### src/rtl/execute_mc.sv
// Registered execute stage: forwarding, ALU, branch/jump resolution and an
// iterative shift-add multiplier behind a valid/ready output register.
// Optional signed-overflow flag on out_ovf is enabled by defining EXEC_OVF_EN.
module execute_mc #(
  parameter int WIDTH = 16,
  parameter int CNT_W = 5
) (
  input  logic             clk,
  input  logic             rst,
  input  logic             flush,
  input  logic             in_valid,
  output logic             in_ready,
  input  logic [2:0]       op,
  input  logic [WIDTH-1:0] pc_inc,
  input  logic [WIDTH-1:0] read1,
  input  logic [WIDTH-1:0] read2,
  input  logic [WIDTH-1:0] imm,
  input  logic             use_imm,
  input  logic             fwd_a_en,
  input  logic [WIDTH-1:0] fwd_data,
  input  logic             br_en,
  input  logic [1:0]       br_cond,
  input  logic             jmp_en,
  input  logic             out_ready,
  output logic             out_valid,
  output logic [WIDTH-1:0] out_result,
  output logic [WIDTH-1:0] out_pc_next,
  output logic             out_pc_src,
  output logic             out_ovf,
  output logic             dbg_state
);

  localparam logic [0:0] S_IDLE = 1'b0;
  localparam logic [0:0] S_MUL  = 1'b1;

  localparam logic [2:0] OP_ADD   = 3'b000;
  localparam logic [2:0] OP_SUB   = 3'b001;
  localparam logic [2:0] OP_AND   = 3'b010;
  localparam logic [2:0] OP_OR    = 3'b011;
  localparam logic [2:0] OP_XOR   = 3'b100;
  localparam logic [2:0] OP_SLT   = 3'b101;
  localparam logic [2:0] OP_PASSB = 3'b110;
  localparam logic [2:0] OP_MUL   = 3'b111;

  localparam logic [CNT_W-1:0] CNT_LAST = CNT_W'(WIDTH - 1);

  logic [0:0]       state;
  logic [CNT_W-1:0] cnt;

  logic [WIDTH-1:0] opa;
  logic [WIDTH-1:0] opb;
  logic [WIDTH-1:0] sum;
  logic [WIDTH-1:0] diff;
  logic [WIDTH-1:0] alu_res;
  logic [WIDTH-1:0] pc_target;
  logic             slt;
  logic             cond_met;
  logic             pc_src_c;
  logic             alu_ovf;

  logic [WIDTH-1:0] mul_a;
  logic [WIDTH-1:0] mul_b;
  logic [WIDTH-1:0] mul_acc;
  logic [WIDTH-1:0] mul_step;
  logic [WIDTH-1:0] mul_res;
  logic [WIDTH-1:0] mul_pc_next;
  logic             mul_pc_src;

  logic slot_free;
  logic accept;
  logic accept_mul;
  logic accept_alu;
  logic mul_last;
  logic mul_done;

  // Handshake: an op transfers in when in_valid & in_ready at a clock edge;
  // a result transfers out when out_valid & out_ready at a clock edge.
  // Neither valid may depend on the matching ready.
  assign slot_free  = ~out_valid | out_ready;
  assign in_ready   = (state == S_IDLE) & slot_free & ~flush;
  assign accept     = in_valid & in_ready;
  assign accept_mul = accept & (op == OP_MUL);
  assign accept_alu = accept & (op != OP_MUL);
  assign dbg_state  = state;

  assign opa       = fwd_a_en ? fwd_data : read1;
  assign opb       = use_imm ? imm : read2;
  assign sum       = opa + opb;
  assign diff      = opa + ~opb + WIDTH'(1);
  assign slt       = $signed(opa) < $signed(opb);
  assign pc_target = pc_inc + imm;

  always_comb begin
    alu_res = '0;
    case (op)
      OP_ADD:   alu_res = sum;
      OP_SUB:   alu_res = diff;
      OP_AND:   alu_res = opa & opb;
      OP_OR:    alu_res = opa | opb;
      OP_XOR:   alu_res = opa ^ opb;
      OP_SLT:   alu_res = {{(WIDTH-1){1'b0}}, slt};
      OP_PASSB: alu_res = opb;
      default:  alu_res = '0;
    endcase
  end

  always_comb begin
    cond_met = 1'b0;
    case (br_cond)
      2'b00:   cond_met = (opa == '0);
      2'b01:   cond_met = (opa != '0);
      2'b10:   cond_met = opa[WIDTH-1];
      default: cond_met = ~opa[WIDTH-1];
    endcase
  end

  assign pc_src_c = jmp_en | (br_en & cond_met);

  // The final multiply step is folded into the result so that a stall at the
  // last count never accumulates twice.
  assign mul_step = mul_b[0] ? mul_a : '0;
  assign mul_res  = mul_acc + mul_step;
  assign mul_last = (state == S_MUL) && (cnt == CNT_LAST);
  assign mul_done = mul_last & slot_free & ~flush;

  always_ff @(posedge clk) begin
    if (rst) begin
      state       <= S_IDLE;
      cnt         <= '0;
      mul_a       <= '0;
      mul_b       <= '0;
      mul_acc     <= '0;
      mul_pc_next <= '0;
      mul_pc_src  <= 1'b0;
    end else if (flush) begin
      state <= S_IDLE;
      cnt   <= '0;
    end else if (accept_mul) begin
      state       <= S_MUL;
      cnt         <= '0;
      mul_a       <= opa;
      mul_b       <= opb;
      mul_acc     <= '0;
      mul_pc_next <= pc_target;
      mul_pc_src  <= pc_src_c;
    end else if (state == S_MUL) begin
      if (!mul_last) begin
        cnt     <= cnt + CNT_W'(1);
        mul_acc <= mul_res;
        mul_a   <= mul_a << 1;
        mul_b   <= mul_b >> 1;
      end else if (mul_done) begin
        state <= S_IDLE;
        cnt   <= '0;
      end
    end
  end

  always_ff @(posedge clk) begin
    if (rst) begin
      out_valid   <= 1'b0;
      out_result  <= '0;
      out_pc_next <= '0;
      out_pc_src  <= 1'b0;
    end else if (flush) begin
      out_valid  <= 1'b0;
      out_pc_src <= 1'b0;
    end else if (accept_alu) begin
      out_valid   <= 1'b1;
      out_result  <= alu_res;
      out_pc_next <= pc_target;
      out_pc_src  <= pc_src_c;
    end else if (mul_done) begin
      out_valid   <= 1'b1;
      out_result  <= mul_res;
      out_pc_next <= mul_pc_next;
      out_pc_src  <= mul_pc_src;
    end else if (out_ready) begin
      out_valid  <= 1'b0;
      out_pc_src <= 1'b0;
    end
  end

`ifdef EXEC_OVF_EN
  // Signed wrap: same-sign operands (ADD) or opposite-sign (SUB) whose result
  // sign differs from A.
  always_comb begin
    alu_ovf = 1'b0;
    if (op == OP_ADD)
      alu_ovf = (opa[WIDTH-1] == opb[WIDTH-1]) && (sum[WIDTH-1] != opa[WIDTH-1]);
    else if (op == OP_SUB)
      alu_ovf = (opa[WIDTH-1] != opb[WIDTH-1]) && (diff[WIDTH-1] != opa[WIDTH-1]);
  end

  always_ff @(posedge clk) begin
    if (rst)
      out_ovf <= 1'b0;
    else if (flush)
      out_ovf <= 1'b0;
    else if (accept_alu)
      out_ovf <= alu_ovf;
    else if (mul_done)
      out_ovf <= 1'b0;
  end
`else
  assign alu_ovf = 1'b0;
  assign out_ovf = alu_ovf;
`endif

endmodule

### config.mk
export PLATFORM = sky130hd
export DESIGN_NAME = execute_mc
export DESIGN_NICKNAME = d
export VERILOG_FILES = /design/src/rtl/execute_mc.sv
export SDC_FILE = /design/constraint.sdc
export NUM_CORES = 1
export LEC_CHECK = 0
export CORE_ASPECT_RATIO = 0.75
export CORE_MARGIN = 3
export CORE_UTILIZATION = 34
export CTS_CLUSTER_SIZE = 40
export DETAILED_ROUTE_END_ITERATION = 10
export MAX_ROUTING_LAYER = met4
export PLACE_DENSITY = 0.61
export REMOVE_ABC_BUFFERS = 1
export SYNTH_ARGS = -nofsm -noshare
export SYNTH_HDL_FRONTEND = slang
export SYNTH_SLANG_ARGS = --single-unit
### constraint.sdc
create_clock -name clk -period 5.55 [get_ports clk]
set_clock_uncertainty 0.05 [all_clocks]
set_input_delay 1.665 -clock clk [delete_from_list [all_inputs] [get_ports clk]]
set_output_delay 1.665 -clock clk [all_outputs]
set_load 0.01 [all_outputs]
======== Yosys cells after proc, flatten, opt, wreduce, memory -nomap -nowiden ========
Cells that the tools add are included.
storage, ports and cells
  input bits .............................. 94
  output and inout bits ................... 37
  bits in registers ....................... 105
operators by class
  muxes and demuxes ....................... 29
  bitwise logic cells ..................... 18
  add/subtract/negate cells ............... 6
  equal/unequal tests ..................... 13
  magnitude comparators ................... 1
  reduce and logical (&&, ||, !) cells .... 14
operators with widths
  kind                                            count
  two-way mux 16 bit                              16
  case mux 16 bit (7 select lines)                1
  adder 16 bit                                    4
  adder 16 x 1 -> 16 bit (second input constant)  1
  bitwise AND 16 bit                              1
  logical NOT 16 bit                              1
  < comparator 16 bit                             1
  NOT 16 bit                                      1
  OR 16 bit                                       1
  nonzero test 16 bit                             1
  XOR 16 bit                                      1
  == test 3 bit (second input constant)           4
  two-way mux 5 bit                               2
  two-way mux 1 bit                               9
  bitwise AND 1 bit                               8
  == test 3 x 2 -> 1 bit (second input constant)  2
  AND reduction 2 bit                             3
  adder 5 x 1 -> 5 bit (second input constant)    1
  == test 5 x 4 -> 1 bit (second input constant)  1
  NOT 1 bit                                       4
  nonzero test 2 bit                              2
  == test 3 x 1 -> 1 bit (second input constant)  1
  logical NOT 3 bit                               1
  != test 3 bit (second input constant)           1
  other kinds (12)                                13

======== Longest topological paths before layout ========
Gate-level depths: netlist of the first run.
  depth after elaboration ................. 8
  gate-level depth with buffers ........... 14
  gate-level depth less buffers ........... 12

======== Least setup slack after synthesis of the first run ========
Ideal clock, no wire load.
  path kind ............................... input to register
  start point ............................. in use_imm
  end point ............................... reg out_result[14]
  path buffers ............................ 2
  arrival time ............................ 4762 ps
  setup slack ............................. 642 ps
  setup time .............................. 95 ps
  stages on the path ...................... 14
  required time ........................... 5405 ps
  cells stage by stage .................... clkbuf_1 > buf_2 > mux2i_1 > inv_1 > ha_1 > fa_1 > a21o_1 > a311o_1 > o221ai_1 > a21o_1 > a21oi_1 > mux2i_1 > nor3_1 > a221oi_1
on the way
  longest elaborated chain between the ends .. 6
ends and longest elaborated chain
  item                                line  text
  start, declared                     18    input logic use_imm,
  two-way mux 16 bit *                87    assign opb = use_imm ? imm : read2;
  NOT 16 bit                          89    assign diff = opa + ~opb + WIDTH'(1);
  adder 16 bit                        89
  adder 16 x 1 -> 16 bit              89
  case mux 16 bit (7 select lines) *  95    case (op)
  two-way mux 16 bit *                168   end else if (accept_alu) begin
  end signal, assigned                170   out_result <= alu_res;
  end signal, assigned                175   out_result <= mul_res;
  end, declared                       26    output logic [WIDTH-1:0] out_result,
Mark *: on every way between the ends. The rest lies on a longest branch, timed or not.
A chain may end at the register's enable or synchronous reset.

======== Worst setup path in the final report of the first run ========
  start point ............................. in out_ready
  end point ............................... out in_ready
on the way
  longest elaborated chain between the ends .. 3
ends and longest elaborated chain
  item                            line  text
  start, declared                 24    input logic out_ready,
  OR 1 bit                        79    assign slot_free = ~out_valid | out_ready;
  bitwise AND 1 bit (2 in a row)  80    assign in_ready = (state == S_IDLE) & slot_free & ~flush;
  end, declared                   12    output logic in_ready,
Every way passes these cells.

==> out/metrics.cfg, run 1 <==
[placement]
port-buffer-count = 129
post-place-ws_ns = 0.1870
hpwlAfterDp_mm = 23.06
finalWeightedCongestion = 0.9227
dp.cells = 1612
placed_area_um2 = 10530

[synth]
avgSynthCellArea_um2 = 7.435
synth-seq-cells = 105
synth_simple_gate_area_frac = 0.2282
synth_compound_area_frac = 0.2587
ys_seq_area_frac = 0.2362
synthAdderAreaFrac = 0.1327
synth_area_um2 = 8900
synthMuxAreaShare = 0.04724
synth.distinct_cells = 82
synthArstFlopShare = 0
ys_warn_count = 0
synth_top_family_by_area = compound AO/OA/AOI/OAI gates
synth_flop_cell = dfxtp_1
synth_edf_count = 0
synth_cells = 1197
synth_xor_area_frac = 0.03248

[clock_tree]
cts_tree = done
cts-resized-gates = 0
clk_pin_slew_worst_paths_ns = 0.07
cts_setup_buffers = 0
postCtsHoldBufs = 0
clock_latency_ns = 0.36
cts_buffers = 9
clockRootBuffer = clkbuf_16
clock_sinks = 105
h-tree-depth = 3
clk_path_buf_depth = 2

[floorplan]
io_pins = 131
core_area_um2 = 25340
fp.dieW_um = 192.8
num_rows = 50
die_height_um = 146.1
start_util = 0.3513
die_area_um2 = 28170

[sta]
fin_crit_ns = 5.138
min_period_over_period = 0.9257
slew-limit-headroom = 0.4002
drv_slew = 0
rsz0062_at_grt = false
tns_ns = 0
worst_slack_ns = 0.4121
tightest_slew_ns = 0.8976
hold_viol_final = 0
fmax_ghz = 0.1946
fin_hold_ws_ns = 0.3867
setup-violations-final = 0

[route]
post_drt_wl_per_cell_um = 18.68
vias = 9018
drt-vias-per-instance = 5.539
drt-initial-drc-count = 689
drc = 0
wirelength_mm = 30.41
final_antenna_net_count = 0
first_pass_iters = 7

[final_layout]
syn_to_final_growth_pct = 22.00
nets = 1471
final_common_cell = nand2_1
final_cell_mix = 166 x nand2_1, 126 x clkdlybuf4s50_1, 121 x nor2_1
fillers = 2578
drive_above_1_share = 0.05659
antenna_cells = 0
regArea_um2 = 2102
postLayoutCellArea_um2 = 10860
post-route-util = 0.4285
multi_input_area_um2 = 6243
layoutNonFillerInstCount = 1628

[setup_path]
reg2reg_slack_ns = 2.10
worstPathArrival_ns = 3.42
critPathCaptureType = output pin
worstSetupPathType = input pin to output pin
worstPathMaxFanout = 4
worstSetupStartpointType = input pin
required_ns = 3.84

[global_routing]
grt_max_degree = 73
first_global_vias = 8397
grtUsageTotal = 0.2174
overflow = 0
antenna_found_initial = 0
grt_pass1_wl_mm = 47.35

[pwr]
pwr_density_cell_nw_per_um2 = 205.3
ir_drop_mv = 0.1388
finalPower_mw = 2.229
power.leakage_nw = 4.313

[min_path]
hold_class = flip-flop to flip-flop

[outcome]
status = complete, no violations

[run]
cap_viol_max_count = 0

==> registers in the layout (all words and copies together), names as in the netlist <==
name,cells
mul_a,16
cnt,5
out_pc_src,1
mul_pc_src,1
dbg_state,1
out_result,16
mul_pc_next,16
mul_b,16
out_pc_next,16
out_valid,1
mul_acc,16
==> synthesized netlist by cell type, types with 20 or more instances <==
cell	instances	area (um^2)
a31oi_1	20	125.1
o21ai_0	37	185.2
mux2i_1	37	370.4
clkbuf_1	67	251.5
nand2_1	166	623.1
ha_1	88	1101
a311oi_1	42	367.9
a21oi_1	97	485.5
inv_1	56	210.2
nor2_1	122	457.9
a211oi_1	26	195.2
dfxtp_1	105	2102
nand3_1	28	140.1
nor3_1	38	190.2
==> metal layers <==
metal,vias up,track usage,share of wire
met1,4231,0.3266,0.49
met5,-,-,0
li1,4467,-,-
met4,0,0.02657,0.0073
met2,303,0.3131,0.43
met3,17,0.03481,0.072
==> worst paths after layout <==
kind,start,to,cells after the start
worst max register to register,mul_b[0]$_SDFFE_PP0P_,out_result[14]$_SDFFE_PP0P_,11
worst max-delay path,out_ready,in_ready,4
worst min-delay path,cnt[4]$_SDFFE_PP0P_,cnt[4]$_SDFFE_PP0P_,2
worst min register to register,cnt[4]$_SDFFE_PP0P_,cnt[4]$_SDFFE_PP0P_,2
==> kinds of logic (layout without fill, tap and decap cells) <==
group,count (synthesis),count (layout)
simple gates,445,445
compound gates,339,339
buf+inv,141,234
flops,105,105
fa+ha+maj,92,92
mux,41,41
xor+xnor,33,33
other cells,1,1
==> cell type report <==
| type | count | share of cell area |
|---|---|---|
| Clock buffer | 12 | 0.02362 |
| Clock inverter | 4 | 0.006914 |
| Inverter | 57 | 0.01971 |
| Multi-Input combinational cell | 951 | 0.5750 |
| Sequential cell | 105 | 0.1936 |
| Tap cell | 338 | 0.03895 |
| Timing Repair Buffer | 161 | 0.1422 |
==> worst max-delay path: stages <==
cell	delay [ns]
clkdlybuf4s50_1	0.50
nor2b_1	0.08
nor3_1	0.51
clkdlybuf4s50_1	0.66
==> power by group <==
group / switching [mW] / internal [mW] / total, mW
logic: 0.402 / 0.307 / 0.709
registers: 0.0177 / 0.778 / 0.796
clock network: 0.304 / 0.421 / 0.725
Power figures use the tool's default switching activity.
==> run 2: changes to the inputs <==
--- a/config.mk
+++ b/config.mk
@@ -10,8 +10,9 @@
 export CORE_UTILIZATION = 34
 export CTS_CLUSTER_SIZE = 40
 export DETAILED_ROUTE_END_ITERATION = 10
+export DONT_BUFFER_PORTS = 1
 export MAX_ROUTING_LAYER = met4
-export PLACE_DENSITY = 0.61
+export PLACE_DENSITY = 0.55
 export REMOVE_ABC_BUFFERS = 1
 export SYNTH_ARGS = -nofsm -noshare
 export SYNTH_HDL_FRONTEND = slang
==> out/metrics.cfg, run 2 (same netlist as run 1, synthesis figures left out) <==
[outcome]
status = complete, no violations  ; unchanged

[pwr]
clkPwrFrac = 0.335  ; was 0.325
switchingPower_mw = 0.6723  ; was 0.7234 mW
pwr-share-seq = 0.400  ; was 0.357
p_int_mw = 1.350  ; was 1.506 mW
ir_drop_mv = 0.1477  ; was 0.1388 mV
switching_share = 0.3324  ; was 0.3245
p_comb_frac = 0.265  ; was 0.318
power.leakage_nw = 3.705  ; was 4.313 nW
pwr_density_cell_nw_per_um2 = 215.7  ; was 205.3 nW/um^2

[final_layout]
regArea_um2 = 2102  ; unchanged
final_cell_mix = 166 x nand2_1, 121 x nor2_1, 105 x dfxtp_1  ; was 166 x nand2_1, 126 x clkdlybuf4s50_1, 121 x nor2_1
nets = 1322  ; was 1471
drive_above_1_share = 0.04470  ; was 0.05659
multi_input_area_um2 = 6241  ; was 6243 um^2
final_common_cell = nand2_1  ; unchanged
syn_to_final_growth_pct = 5.356  ; was 22.00%
antenna_cells = 0  ; unchanged
layoutNonFillerInstCount = 1479  ; was 1628
post-route-util = 0.3701  ; was 0.4285
fillers = 2691  ; was 2578

[floorplan]
fp.dieW_um = 192.8  ; unchanged
num_rows = 50  ; unchanged
die_area_um2 = 28170  ; unchanged
die_height_um = 146.1  ; unchanged
io_pins = 131  ; unchanged
core_area_um2 = 25340  ; unchanged
start_util = 0.3513  ; unchanged

[route]
vias = 8540  ; was 9018
drc = 0  ; unchanged
wirelength_mm = 29.08  ; was 30.41 mm
drt-initial-drc-count = 811  ; was 689
first_pass_iters = 5  ; was 7
post_drt_wl_per_cell_um = 19.66  ; was 18.68 um
final_antenna_net_count = 0  ; unchanged
drt-vias-per-instance = 5.774  ; was 5.539

[sta]
rsz0062_at_grt = false  ; unchanged
fmax_ghz = 0.2305  ; was 0.1946 GHz
drv_slew = 0  ; unchanged
min_period_over_period = 0.7816  ; was 0.9257
tightest_slew_ns = 0.8712  ; was 0.8976 ns
setup-violations-final = 0  ; unchanged
fin_crit_ns = 4.338  ; was 5.138 ns
worst_slack_ns = 1.212  ; was 0.4121 ns
hold_viol_final = 0  ; unchanged
tns_ns = 0  ; unchanged
slew-limit-headroom = 0.4185  ; was 0.4002

[setup_path]
worstPathArrival_ns = 4.56  ; was 3.42 ns
crit_chain = mux2i_1 > inv_1 > ha_1 > fa_1 > a21o_1 > a311o_1 > o221ai_1 > a21o_1 > a21oi_1 > mux2i_1 > nor3_1 > a221oi_1  ; was clkdlybuf4s50_1 > nor2b_1 > nor3_1 > clkdlybuf4s50_1
critPathCaptureType = flip-flop  ; was output pin
reg2reg_from = mul_b[0]$_SDFFE_PP0P_  ; unchanged
slowest_stage = fa_1  ; was clkdlybuf4s50_1
crit_buf_inv = 1  ; was 2
cp-startpoint = use_imm  ; was out_ready
max_stage_delay_ns = 0.48  ; was 0.66 ns
worstSetupPathType = input pin to flip-flop  ; was input pin to output pin
worstPathMaxFanout = 16  ; was 4
required_ns = 5.78  ; was 3.84 ns
worstSetupStartpointType = input pin  ; unchanged
reg2reg_slack_ns = 2.07  ; was 2.10 ns
crit_family = compound AO/OA/AOI/OAI gates  ; was buffers and inverters

[global_routing]
grt_pass1_wl_mm = 45.86  ; was 47.35 mm
globalRouteMet2Util = 0.3000  ; was 0.3131
grt_util_met1 = 0.3096  ; was 0.3266
grtUsageTotal = 0.2108  ; was 0.2174
overflow = 0  ; unchanged
use_met3 = 0.04561  ; was 0.03481
grt_busiest_layer = met1  ; unchanged
grt_max_degree = 101  ; was 73
antenna_found_initial = 0  ; unchanged
first_global_vias = 7954  ; was 8397

[clock_tree]
cts_tree = done  ; unchanged
h-tree-depth = 3  ; unchanged
clock_sinks = 105  ; unchanged
cts_setup_buffers = 0  ; unchanged
clock_latency_ns = 0.36  ; about the same
clk_path_buf_depth = 2  ; unchanged
clockRootBuffer = clkbuf_16  ; unchanged
postCtsHoldBufs = 0  ; unchanged
cts-resized-gates = 0  ; unchanged
cts_buffers = 9  ; unchanged
clk_pin_slew_worst_paths_ns = 0.08  ; was 0.07 ns

[min_path]
hp-start = cnt[4]$_SDFFE_PP0P_  ; unchanged
hold_class = flip-flop to flip-flop  ; unchanged

[placement]
dp.cells = 1463  ; was 1612
port-buffer-count = 0  ; was 129
hpwlAfterDp_mm = 21.79  ; was 23.06 mm
finalWeightedCongestion = 0.9050  ; was 0.9227
post-place-ws_ns = 0.8392  ; was 0.1870 ns

[run]
cap_viol_max_count = 0  ; unchanged

## run 2: changes by cell type in the layout (fill, tap and decap cells not counted)
| cell | delta |
|---|---|
| clkdlybuf4s50_1 | -126 |
| buf_4 | -19 |
| buf_12 | -2 |
| buf_2 | -2 |
| clkinv_4 | +2 |
| bufinv_16 | -1 |
| clkbuf_1 | -1 |
| clkbuf_8 | -1 |
| clkinv_2 | +1 |
| nor2_2 | +1 |
| nor2_4 | -1 |
| or2_2 | -1 |
| or2_4 | +1 |
## run 2: layer usage
metal | wire length, um | part of all wire | vias up
met5 | 0 | 0 | -
met4 | 329 | 0.011 | 0
met3 | 2408 | 0.083 | 28
met2 | 12190 | 0.42 | 299
met1 | 14150 | 0.49 | 4039
li1 | - | - | 4174
## run 2: area by class of cell
type / instances / area share
multi-input cells: 951 / 0.6656
flip-flops and latches: 105 / 0.2242
inverters: 57 / 0.02282
clock inverters: 6 / 0.007206
clock buffers: 10 / 0.02549
well taps: 338 / 0.04510
repair buffers: 12 / 0.009608
## run 2: power by group through the flow
stage / logic [mW] / clock network [mW] / registers (mW)
6_report: 0.536 / 0.678 / 0.809
5_1_grt: 0.600 / 0.718 / 0.812
4_1_cts: 0.531 / 0.688 / 0.809
3_5_place_dp: 0.527 / 0 / 0.827
3_3_place_gp: 0.528 / 0 / 0.827
2_1_floorplan: 0.397 / 0 / 0.816
## run 2: worst paths after layout
| path | cells after the start | to |
|---|---|---|
| min reg2reg | 2 | cnt[4]$_SDFFE_PP0P_ |
| max reg2reg | 11 | out_result[14]$_SDFFE_PP0P_ |
| min | 2 | cnt[4]$_SDFFE_PP0P_ |
| max | 12 | out_result[14]$_SDFFE_PP0P_ |
## run 2: worst min-delay path: stages (launching register included)
cell and delay (ns):
dfxtp_1 0.31, nand2_1 0.05, nor2_1 0.03
## run 2: stage by stage
| stage | power, mW | hold WS, ns | cell area, um^2 |
|---|---|---|---|
| CTS | 2.028 | 0.3787 | 9376 |
| detailed placement | 1.354 | 0.3673 | 9070 |
| floorplan | 1.213 | 0.3545 | 8543 |
| global route | 2.130 | 0.4162 | 9376 |
| finish | 2.022 | 0.3766 | 9376 |
| global placement | 1.354 | 0.3671 | 9070 |
